[src/rtl/decode_operand_stage_if.sv]
// decode_operand_stage_if: handshake, writeback and result bundle of the decode/operand stage.
//   master (fetch/writeback/execute side) drives in_valid, in_inst, in_flush, wr_en, wr_addr,
//   wr_data, out_ready; slave (the stage) drives in_ready, out_valid, out_opcode, out_rd,
//   out_imm, out_rs1_data, out_rs2_data.
interface decode_operand_stage_if #(
  parameter int DATA_W   = 16,
  parameter int OPC_W    = 4,
  parameter int NUM_REGS = 16
);
  localparam int REG_AW = $clog2(NUM_REGS);
  logic              in_valid;
  logic              in_ready;
  logic [DATA_W-1:0] in_inst;
  logic              in_flush;
  logic              wr_en;
  logic [REG_AW-1:0] wr_addr;
  logic [DATA_W-1:0] wr_data;
  logic              out_valid;
  logic              out_ready;
  logic [OPC_W-1:0]  out_opcode;
  logic [REG_AW-1:0] out_rd;
  logic [DATA_W-1:0] out_imm;
  logic [DATA_W-1:0] out_rs1_data;
  logic [DATA_W-1:0] out_rs2_data;
  modport master (
    output in_valid, in_inst, in_flush, wr_en, wr_addr, wr_data, out_ready,
    input  in_ready, out_valid, out_opcode, out_rd, out_imm, out_rs1_data, out_rs2_data
  );
  modport slave (
    input  in_valid, in_inst, in_flush, wr_en, wr_addr, wr_data, out_ready,
    output in_ready, out_valid, out_opcode, out_rd, out_imm, out_rs1_data, out_rs2_data
  );
endinterface

[src/rtl/decode_operand_stage.sv]
// decode_operand_stage: decode/operand-fetch pipeline stage with internal register file.
//   clk   : rising-edge clock
//   rst_n : asynchronous active-low reset (clears register file and output bundle)
//   bus   : decode_operand_stage_if.slave (fetch handshake, writeback port, execute bundle)
//   Optional macro DECODE_FORWARD_EN: same-cycle writes forward into captured and stalled operands.
module decode_operand_stage #(
  parameter int DATA_W   = 16,
  parameter int OPC_W    = 4,
  parameter int NUM_REGS = 16,
  parameter bit R0_ZERO  = 1'b1
) (
  input logic clk,
  input logic rst_n,
  decode_operand_stage_if.slave bus
);
  localparam int REG_AW = $clog2(NUM_REGS);
  if (OPC_W + 3 * REG_AW != DATA_W) begin : g_bad_cfg
    $error("decode_operand_stage: OPC_W + 3*REG_AW must equal DATA_W");
  end
  logic [DATA_W-1:0] r_rf [NUM_REGS];
  logic              r_valid;
  logic [OPC_W-1:0]  r_opcode;
  logic [REG_AW-1:0] r_rd;
  logic [DATA_W-1:0] r_imm;
  logic [DATA_W-1:0] r_rs1_data;
  logic [DATA_W-1:0] r_rs2_data;
`ifdef DECODE_FORWARD_EN
  logic [REG_AW-1:0] r_rs1;
  logic [REG_AW-1:0] r_rs2;
`endif
  logic              w_capture;
  logic              w_wr_ok;
  logic [REG_AW-1:0] w_rd;
  logic [REG_AW-1:0] w_rs1;
  logic [REG_AW-1:0] w_rs2;
  logic [DATA_W-1:0] w_rs1_val;
  logic [DATA_W-1:0] w_rs2_val;
  assign bus.in_ready     = !r_valid | bus.out_ready;
  assign bus.out_valid    = r_valid;
  assign bus.out_opcode   = r_opcode;
  assign bus.out_rd       = r_rd;
  assign bus.out_imm      = r_imm;
  assign bus.out_rs1_data = r_rs1_data;
  assign bus.out_rs2_data = r_rs2_data;
  assign w_capture = bus.in_valid & bus.in_ready;
  assign w_rd      = bus.in_inst[3*REG_AW-1 -: REG_AW];
  assign w_rs1     = bus.in_inst[2*REG_AW-1 -: REG_AW];
  assign w_rs2     = bus.in_inst[REG_AW-1:0];
  // A write to r0 is a no-op when r0 is hardwired, so it must neither land nor forward.
  assign w_wr_ok   = bus.wr_en & !(R0_ZERO && bus.wr_addr == '0);
  always_comb begin
    w_rs1_val = (R0_ZERO && w_rs1 == '0) ? '0 : r_rf[w_rs1];
    w_rs2_val = (R0_ZERO && w_rs2 == '0) ? '0 : r_rf[w_rs2];
`ifdef DECODE_FORWARD_EN
    w_rs1_val = (w_wr_ok && bus.wr_addr == w_rs1) ? bus.wr_data : w_rs1_val;
    w_rs2_val = (w_wr_ok && bus.wr_addr == w_rs2) ? bus.wr_data : w_rs2_val;
`endif
  end
  always_ff @(posedge clk or negedge rst_n) begin
    if (!rst_n) begin
      for (int i = 0; i < NUM_REGS; i++) r_rf[i] <= '0;
    end else if (w_wr_ok) begin
      r_rf[bus.wr_addr] <= bus.wr_data;
    end
  end
  always_ff @(posedge clk or negedge rst_n) begin
    if (!rst_n) begin
      r_valid    <= 1'b0;
      r_opcode   <= '0;
      r_rd       <= '0;
      r_imm      <= '0;
      r_rs1_data <= '0;
      r_rs2_data <= '0;
`ifdef DECODE_FORWARD_EN
      r_rs1      <= '0;
      r_rs2      <= '0;
`endif
    end else begin
      // A capture wins over flush: only the previously held bundle is dropped.
      r_valid <= w_capture | (r_valid & !bus.in_flush & !bus.out_ready);
      if (w_capture) begin
        r_opcode   <= bus.in_inst[DATA_W-1 -: OPC_W];
        r_rd       <= w_rd;
        r_imm      <= {{(DATA_W-2*REG_AW){bus.in_inst[2*REG_AW-1]}}, bus.in_inst[2*REG_AW-1:0]};
        r_rs1_data <= w_rs1_val;
        r_rs2_data <= w_rs2_val;
`ifdef DECODE_FORWARD_EN
        r_rs1      <= w_rs1;
        r_rs2      <= w_rs2;
      end else if (r_valid & !bus.out_ready) begin
        if (w_wr_ok && bus.wr_addr == r_rs1) r_rs1_data <= bus.wr_data;
        if (w_wr_ok && bus.wr_addr == r_rs2) r_rs2_data <= bus.wr_data;
`endif
      end
    end
  end
endmodule
[src/flat_wrapper.sv]
// flat-port wrapper written by rule: the top's interface ports become plain ports
module decode_operand_stage_flat 
#(
  parameter int DATA_W   = 16,
  parameter int OPC_W    = 4,
  parameter int NUM_REGS = 16,
  parameter bit R0_ZERO  = 1'b1
)
  (clk, rst_n, bus_in_valid, bus_in_inst, bus_in_flush, bus_wr_en, bus_wr_addr, bus_wr_data, bus_out_ready, bus_in_ready, bus_out_valid, bus_out_opcode, bus_out_rd, bus_out_imm, bus_out_rs1_data, bus_out_rs2_data);
  decode_operand_stage_if #(.DATA_W(DATA_W), .OPC_W(OPC_W), .NUM_REGS(NUM_REGS)) bus_i ();
  input logic clk;
  input logic rst_n;
  input wire logic [$bits(bus_i.in_valid)-1:0] bus_in_valid;
  input wire logic [$bits(bus_i.in_inst)-1:0] bus_in_inst;
  input wire logic [$bits(bus_i.in_flush)-1:0] bus_in_flush;
  input wire logic [$bits(bus_i.wr_en)-1:0] bus_wr_en;
  input wire logic [$bits(bus_i.wr_addr)-1:0] bus_wr_addr;
  input wire logic [$bits(bus_i.wr_data)-1:0] bus_wr_data;
  input wire logic [$bits(bus_i.out_ready)-1:0] bus_out_ready;
  output wire logic [$bits(bus_i.in_ready)-1:0] bus_in_ready;
  output wire logic [$bits(bus_i.out_valid)-1:0] bus_out_valid;
  output wire logic [$bits(bus_i.out_opcode)-1:0] bus_out_opcode;
  output wire logic [$bits(bus_i.out_rd)-1:0] bus_out_rd;
  output wire logic [$bits(bus_i.out_imm)-1:0] bus_out_imm;
  output wire logic [$bits(bus_i.out_rs1_data)-1:0] bus_out_rs1_data;
  output wire logic [$bits(bus_i.out_rs2_data)-1:0] bus_out_rs2_data;
  assign bus_i.in_valid = bus_in_valid;
  assign bus_i.in_inst = bus_in_inst;
  assign bus_i.in_flush = bus_in_flush;
  assign bus_i.wr_en = bus_wr_en;
  assign bus_i.wr_addr = bus_wr_addr;
  assign bus_i.wr_data = bus_wr_data;
  assign bus_i.out_ready = bus_out_ready;
  assign bus_in_ready = bus_i.in_ready;
  assign bus_out_valid = bus_i.out_valid;
  assign bus_out_opcode = bus_i.out_opcode;
  assign bus_out_rd = bus_i.out_rd;
  assign bus_out_imm = bus_i.out_imm;
  assign bus_out_rs1_data = bus_i.out_rs1_data;
  assign bus_out_rs2_data = bus_i.out_rs2_data;
  decode_operand_stage #(.DATA_W(DATA_W), .OPC_W(OPC_W), .NUM_REGS(NUM_REGS), .R0_ZERO(R0_ZERO)) u_core (.clk(clk), .rst_n(rst_n), .bus(bus_i));
endmodule
[config.mk]
export PLATFORM = sky130hd
export DESIGN_NAME = decode_operand_stage_flat
export DESIGN_NICKNAME = d
export VERILOG_FILES = /design/src/rtl/decode_operand_stage_if.sv /design/src/rtl/decode_operand_stage.sv /design/src/flat_wrapper.sv
export SDC_FILE = /design/constraint.sdc
export NUM_CORES = 1
export LEC_CHECK = 0
export ABC_AREA = 1
export CAP_MARGIN = 40
export CORE_MARGIN = 2
export CORE_UTILIZATION = 50
export DETAILED_ROUTE_END_ITERATION = 10
export PLACE_DENSITY = 0.78
export SLEW_MARGIN = 20
export SYNTH_ARGS = -nofsm -noshare
export SYNTH_HDL_FRONTEND = slang
export SYNTH_SLANG_ARGS = --single-unit
[constraint.sdc]
create_clock -name clk -period 3.4 [get_ports clk]
set_input_delay 0.34 -clock clk [delete_from_list [all_inputs] [get_ports clk]]
set_output_delay 0.34 -clock clk [all_outputs]
set_load 0.01 [all_outputs]
== Word level (Yosys, flattened, before mapping) ==
Cells that the tools add are included.
Storage, ports and cells
  flip-flop bits (word level): 305
  latch bits: 0
  bits in writable memories: 0
  memory bits (read-only): 0
  input port bits: 42
  output and inout port bits: 58
  logic and storage cells: 54
  memories: 0
Operators by class
  $add $sub $neg: 0
  $mul: 0
  divide/modulo/power cells: 0
  $lt $le $gt $ge: 4
  equality and inequality tests: 0
  shifts and indexed selects: 0
  mux-type cells: 11
  bitwise gates (word level): 9
  reduce and logical (&&, ||, !) cells: 8
Operator list (count)
  256-bit bitwise mux: 1
  16-bit binary-select mux with 4-bit select: 2
  16-bit 2-to-1 mux: 7
  16-bit demux with 4-bit select: 1
  5-bit greater-or-equal comparator (second input constant): 3
  4-bit inverter with 5-bit output: 3
  4-bit logical NOT: 3
  5-bit by 1-bit < comparator with 1-bit output (second input constant): 1
  1-bit AND: 4
  1-bit logical NOT: 4
  1-bit OR: 2
  1-bit logical AND: 1

== Logic depth before layout (Yosys ltp) ==
Gate-level depths: netlist of the first run.
  depth after elaboration: 6
  gate-level depth with buffers: 13
  depth with buffers taken out: 10

== Least setup slack after synthesis of the first run ==
No wires, ideal clock.
  kind: reg-to-reg
  start: reg u_core.r_valid, in the netlist u_core.bus.out_valid
  end: reg u_core.r_imm[2], in the netlist u_core.bus.out_imm[2]
  setup time: 0.137 ns
  data arrival time: 1.205 ns
  required time: 3.263 ns
  path slack: 2.058 ns
  cell stages (with the launch flop): 6
  buffers on the path: 2
  period minus slack after synthesis: 1.342 ns
  path through: dfrtp_1 nand2_1 nand2_1 buf_2 clkbuf_1 o21ai_0
Between the ends
  cells in the longest elaborated chain, start to end: 3
Ends and longest elaborated chain
  from (decl): line decode_operand_stage.sv:21  | logic r_valid;
  from (signal assigned): line decode_operand_stage.sv:80  | r_valid <= w_capture | (r_valid & !bus.in_flush & !bus.out_ready);
  1-bit logical NOT: line decode_operand_stage.sv:38  | assign bus.in_ready = !r_valid | bus.out_ready;
  1-bit OR: line decode_operand_stage.sv:38
  via bus_in_ready: line flat_wrapper.sv:20  | output wire logic [$bits(bus_i.in_ready)-1:0] bus_in_ready;
  1-bit AND: line decode_operand_stage.sv:45  | assign w_capture = bus.in_valid & bus.in_ready;
  to (signal assigned): line decode_operand_stage.sv:84  | r_imm <= {{(DATA_W-2*REG_AW){bus.in_inst[2*REG_AW-1]}}, bus.in_inst[2*REG_AW-1:0]};
  to (decl): line decode_operand_stage.sv:24  | logic [DATA_W-1:0] r_imm;
The timed path passes the listed nets, and every way through them passes these cells.
A chain may end at the register's enable or synchronous reset.

== Worst setup path in the final report of the first run ==
  start: reg, netlist name u_core.bus.out_imm[7]
  end: out bus_out_imm[13]
RTL lines
  to (decl): line flat_wrapper.sv:24  | output wire logic [$bits(bus_i.out_imm)-1:0] bus_out_imm;
No word-level cell between the ends.

==> results of run 1 <==
[placed cells by master, fill, tap and decap left out, types with 2 or more instances in the layout]
cell type	Yosys	layout
nand3_1	355	355
clkdlybuf4s50_1	0	94
buf_4	17	38
o21ai_0	233	233
dfrtp_1	305	305
nor2_2	4	6
o21ai_1	15	15
buf_2	77	2
buf_8	0	3
nor2_1	37	35
buf_12	0	10
mux2_2	9	9
clkbuf_8	0	8
nor3_4	0	2
clkbuf_16	0	37
inv_2	5	4
nand2_1	1044	1043
clkinv_2	0	5
inv_1	278	277
clkbuf_1	87	10
[worst paths after layout]
| path | endpoint | startpoint | depth (start not counted) |
|---|---|---|---|
| setup / recovery | bus_out_imm[13] | u_core.bus.out_imm[7] | 1 |
| hold / removal | u_core.r_rf[243] | u_core.r_rf[243] | 0 |
| setup reg to reg | u_core.bus.out_imm[7] | u_core.bus.out_valid | 4 |
| hold reg to reg | u_core.r_rf[243] | u_core.r_rf[243] | 0 |
| max in group asynchronous | u_core.bus.out_rd[3] | rst_n | 3 |
| min in group asynchronous | u_core.r_rf[248] | rst_n | 2 |
[timing repair]
action / 4_1_cts / 5_1_grt
gates resized for setup: 0 / 0
hold endpoints to repair: 84 / 0
hold buffers: 1 / 0
[synth_stat cells]
master and n:
a31oi_2 1, mux2_2 9, nor3_2 2, clkinv_1 1, o21ai_1 15, buf_1 10
nand3_1 355, inv_1 278, buf_6 3, buf_2 77, inv_2 5, nand2_1 1044
buf_4 17, dfrtp_1 305, o21ai_0 233, a41oi_2 1, nor2_2 4, nand3b_1 1
nor2_1 37, clkbuf_1 87
[registers in the layout (all words and copies together), names as in the netlist]
register	flops
u_core.bus.out_rd	4
u_core.bus.out_imm	8
u_core.bus.out_rs2_data	16
u_core.bus.out_opcode	4
u_core.bus.out_valid	1
u_core.r_rf	256
u_core.bus.out_rs1_data	16
[metal layers]
metal  wire length, microns  GRT usage (%)
met4                   2500           13.5
met5                      0              0
met2                  23900           48.3
met3                   7800           8.46
met1                  21500           42.5
[layout make-up]
class	instances	area, sq um
Clock inverter	5	50.0
Multi-Input combinational cell	1702	7280
Antenna cell	1	2.50
Sequential cell	305	7630
Tap cell	448	561
Clock buffer	55	1070
Inverter	284	1070
Timing Repair Buffer	149	1520
Fill cell	3090	14200
[power by group through the flow]
stage / sequential [W] / combinational [W] / clock [W]
2_1_floorplan: 0.00481 / 0.00157 / 0
3_3_place_gp: 0.00485 / 0.00233 / 0
3_5_place_dp: 0.00488 / 0.00242 / 0
4_1_cts: 0.00482 / 0.00244 / 0.00376
5_1_grt: 0.00492 / 0.00280 / 0.00390
6_report: 0.00485 / 0.00248 / 0.00374
[per-stage QoR]
stage / power, W / cell area (sq um) / utilization (%) / hold WS [ns]
floorplan: 0.00637 / 16900 / - / 0.0444
global placement: 0.00718 / 18000 / 53.9 / 0.387
detailed placement: 0.00730 / 18000 / 54.1 / 0.390
CTS: 0.0110 / 19200 / 57.5 / 0.402
global route: 0.0116 / 19200 / 57.5 / 0.413
finish: 0.0111 / 19200 / 57.5 / 0.400
[logic make-up (layout without fill, tap and decap cells)]
group	count (synthesis)	count (layout)	synth area share (%)
buffers and inverters	478	493	11.7
other	0	1	0
DFF	305	305	45.2
muxes	9	9	0.601
and+or+nand+nor	1443	1443	34.9
AOI/OAI and AO/OA	250	250	7.53
==> impl_metrics.tcl, run 1 <==
set metrics [dict create \
    synth_area_leaders "dfrtp_1 (45%), nand2_1 (23%), nand3_1 (11%)" \
    mappedNetlistArea_sq_um 16900 \
    dp_slack_ns 0.975 \
    grt_max_degree 145 \
    combPwrFrac_pct 22.4 \
    avgSynthCellArea_sq_um 6.79 \
    cp_num_buf_inv 1 \
    final_layout_size_suffix_gt1_share_pct 5.20 \
    first_global_vias 16100 \
    path_max_fanout 10 \
    fin_crit_ns 1.96 \
    num_io_pins 100 \
    crit_chain "clkdlybuf4s50_1" \
    port_buffers 99 \
    fmax_ghz 0.510 \
    grt_first_pass_wirelength_microns 88000 \
    finalHoldViolations 0 \
    core_region_area_sq_um 33400 \
    worstSetupPathType "reg2out" \
    worstMarginPinSlew_ns 0.770 \
    switching_share_pct 31.9 \
    grt_usage_pct 31.6 \
    gp_congestion 0.887 \
    r2r_slack_ns 1.62 \
    synth_top_area_share_pct 45.2 \
    stdcell_count 2949 \
    leakagePower_nw 9.79 \
    wirelength_microns 55700 \
    timing.setup.tns_ns 0 \
    cts_tree "done" \
    cts.sinks 305 \
    gr-total-overflow 0 \
    switchingPower_w 0.00353 \
    clkLatencyLatePin_ns 0.52 \
    relSlewSlack_pct 48.6 \
    cts_root_buf "clkbuf_16" \
    vias_per_cell 5.72 \
    fin_crit_sh_pct 57.6 \
    placedCellCount 2887 \
    htreeDepth 2 \
    max_cap_viol_count 0 \
    cp_top_family "buffers and inverters" \
    syn2layout_area_growth_pct 13.7 \
    initial_utilization_pct 50.6 \
    die_x_microns 188 \
    drcViolationCount 0 \
    arrival_ns 1.62 \
    syn_nets 2527 \
    antenna_found_initial 1 \
    cts_buffers 34 \
    rsz0062_at_grt "no" \
    clockBufferDepth 3 \
    dieArea_sq_um 35200 \
    slowest_stage "clkdlybuf4s50_1" \
    wl_per_cell_microns 18.9 \
    skew_ns 0.00789 \
    p_per_area_nw_per_um2 577 \
    postCtsSetupRepairBufs 0 \
    die_h_microns 188 \
    seq_power_share_pct 43.8 \
    hp-class "reg2reg" \
    ys_seq_elements 305 \
    dp_hpwl_microns 33400 \
    postRouteAntennaNets 0 \
    yosysWarnings 0 \
    drv_slew 0 \
    drt_iter0_drc 2519 \
    power_frac_clock_pct 33.8 \
    synth_cells 2485 \
    yosysSeqAreaShare_pct 45.2 \
    critPathCaptureType "primary output" \
    status "complete, no violations" \
    worst_slack_ns 1.44 \
    finalSetupViolCount 0 \
    firstDrtPassIters 7 \
    yosysTopAreaCell "dfrtp_1" \
    yosys.cell_types.count 20 \
    core.rowCount 67 \
    ir_worst_vdd_v 0.000332 \
    crit_required_ns 3.06 \
    final_net_count 2518 \
    clk_pin_slew_ns 0.06 \
    critPathMaxStageDelay_ns 0.60 \
    vias 16900 \
    start_kind "flip-flop" \
    p_int_w 0.00753 \
]
No activity file was read; power rests on OpenSTA's default activity.
==> run 2: changes to the inputs <==
--- a/config.mk
+++ b/config.mk
@@ -10,7 +10,7 @@
 export CORE_MARGIN = 2
 export CORE_UTILIZATION = 50
 export DETAILED_ROUTE_END_ITERATION = 10
-export PLACE_DENSITY = 0.78
+export PLACE_DENSITY = 0.8
 export SLEW_MARGIN = 20
 export SYNTH_ARGS = -nofsm -noshare
 export SYNTH_HDL_FRONTEND = slang
==> constraint.sdc (replaced) <==
create_clock -name clk -period 1.7 [get_ports clk]
set_input_delay 0.17 -clock clk [delete_from_list [all_inputs] [get_ports clk]]
set_output_delay 0.17 -clock clk [all_outputs]
set_load 0.01 [all_outputs]
==> impl_metrics.tcl, run 2 (same netlist as run 1, synthesis figures left out) <==
set metrics [dict create \
    status "complete, but fails checks" \
    violations "setup timing" \
    met1_usage_pct 43.1 \
    cts_tree "done" \
    layout_commonest_cell "nand2_1" \
    met2_usage_pct 49.4 \
    critPathMaxStageDelay_ns 0.58 \
    vias 17300 \
    r2r_end "u_core.bus.out_rs2_data[9]" \
    slowest_stage "clkdlybuf4s50_1" \
    clkLatencyLatePin_ns 0.52 \
    p_per_area_nw_per_um2 1120 \
    final_util_pct 59.9 \
    ir_worst_vdd_v 0.000679 \
    drcViolationCount 0 \
    crit_chain "clkdlybuf4s50_1" \
    wl_per_cell_microns 19.1 \
    largest_reg_flops 256 \
    grt_max_degree 58 \
    regMostFlops "u_core.r_rf" \
    r2r_slack_ns 0.21 \
    gr-total-overflow 0 \
    syn2layout_area_growth_pct 18.4 \
    clockBufferDepth 3 \
    worstRegToRegCells 6 \
    clk_pin_slew_ns 0.06 \
    port_buffers 99 \
    worst_slack_ns -0.00446 \
    wirelength_microns 57200 \
    die_x_microns 188 \
    skew_ns 0.0146 \
    cp_top_family "buffers and inverters" \
    critPathCaptureType "primary output" \
    grt_first_pass_wirelength_microns 90100 \
    gp_congestion 0.935 \
    dp_slack_ns -0.0312 \
    start_kind "flip-flop" \
    cts.sinks 305 \
    worstMarginPinSlew_ns 0.536 \
    finalSetupViolCount 1 \
    drt_iter0_drc 2519 \
    max_cap_viol_count 0 \
    postRouteAntennaNets 0 \
    layout_common_cells "nand2_1 (1043), nand3_1 (355), dfrtp_1 (298), inv_1 (277), o21ai_0 (233)" \
    nFillCells 2963 \
    design_area_sq_um 20000 \
    fin_crit_sh_pct 100 \
    firstDrtPassIters 7 \
    busiest_layer "met2" \
    crit_required_ns 1.53 \
    htreeDepth 2 \
    hold_ws_ns 0.200 \
    dpl_cell_area_sq_um 18800 \
    die_h_microns 188 \
    antenna_found_initial 0 \
    hp-class "in2async" \
    leakagePower_nw 10.3 \
    fmax_ghz 0.587 \
    cp_num_buf_inv 1 \
    final_net_count 2563 \
    dieArea_sq_um 35200 \
    power_w 0.0224 \
    finalHoldViolations 0 \
    grt_usage_pct 32.4 \
    final_layout_size_suffix_gt1_share_pct 7.23 \
    arrival_ns 1.53 \
    vias_per_cell 5.79 \
    met3_usage_pct 8.38 \
    core.rowCount 67 \
    fin_crit_ns 1.70 \
    drv_slew 0 \
    num_io_pins 100 \
    worstSetupPathType "reg2out" \
    initial_utilization_pct 50.6 \
    core_region_area_sq_um 33400 \
    dp_hpwl_microns 35700 \
    relSlewSlack_pct 64.3 \
    rr_startpoint "u_core.bus.out_valid" \
    first_global_vias 16800 \
    cts_root_buf "clkbuf_16" \
    cp_num_cells 1 \
    cts_buffers 35 \
    rsz0062_at_grt "no" \
    path_max_fanout 2 \
]
==> run 2: changes by cell type in the layout (fill, tap and decap cells not counted), moves of 2 or more <==
cell	previous run	this run
dlymetal6s2s_1	0	11
clkbuf_16	37	35
buf_4	38	48
buf_12	10	47
dfrtp_2	0	7
dfrtp_1	305	298
dlygate4sd2_1	0	6
clkinv_2	5	7
buf_8	3	1
clkdlybuf4s50_1	94	77
==> run 2: timing repair <==
action | in CTS | in global routing
buffers inserted | 0 | 1
gates resized for setup | 12 | 12
hold buffers | 1 | 0
pin swaps | 0 | 0
setup endpoints to repair | 18 | 12
endpoints found under the hold margin | 48 | 0
==> run 2: how the worst max path moves through the flow <==
stage	from	to	slack [ns]
final	u_core.bus.out_rs1_data[14]	bus_out_rs1_data[14]	-0.004
after global routing	u_core.bus.out_rs2_data[11]	bus_out_rs2_data[11]	0.006
after CTS	u_core.bus.out_imm[7]	bus_out_imm[8]	0.0003
after detailed placement	bus_wr_en	u_core.r_rf[226]	-0.03
after global placement	bus_in_inst[2]	u_core.bus.out_rs2_data[15]	0.01
after floorplan	u_core.bus.out_valid	u_core.bus.out_imm[6]	0.36
==> run 2: cell type report <==
class / instances / area, sq um / share of cell area (%)
clock inverters: 11 / 118 / 0.589
diodes: 1 / 2.50 / 0.0125
inverters: 284 / 1070 / 5.36
multi-input cells: 1702 / 7280 / 36.4
well taps: 448 / 561 / 2.81
clock buffers: 51 / 1010 / 5.04
flip-flops and latches: 305 / 7640 / 38.3
repair buffers: 193 / 2300 / 11.5
==> run 2: metrics by stage <==
stage               setup TNS [ns]  std cells
floorplan                        0       2485
global placement                 0       2930
detailed placement          -0.314       2930
CTS                              0       2993
global route                     0       2994
finish                    -0.00446       2995
==> run 2: layer usage <==
metal  vias up  share of wire (%)
met3       246                 14
met4         0                4.6
met2      1330                 44
met1      8025                 37
li1       7739                  -
met5         -                  0
==> run 2: report_power, final <==
part / switching (W) / total, W / internal, W
Sequential: 0.00111 / 0.00979 / 0.00868
Clock: 0.00305 / 0.00747 / 0.00442
Combinational: 0.00306 / 0.00512 / 0.00206
Total: 0.00721 / 0.0224 / 0.0152
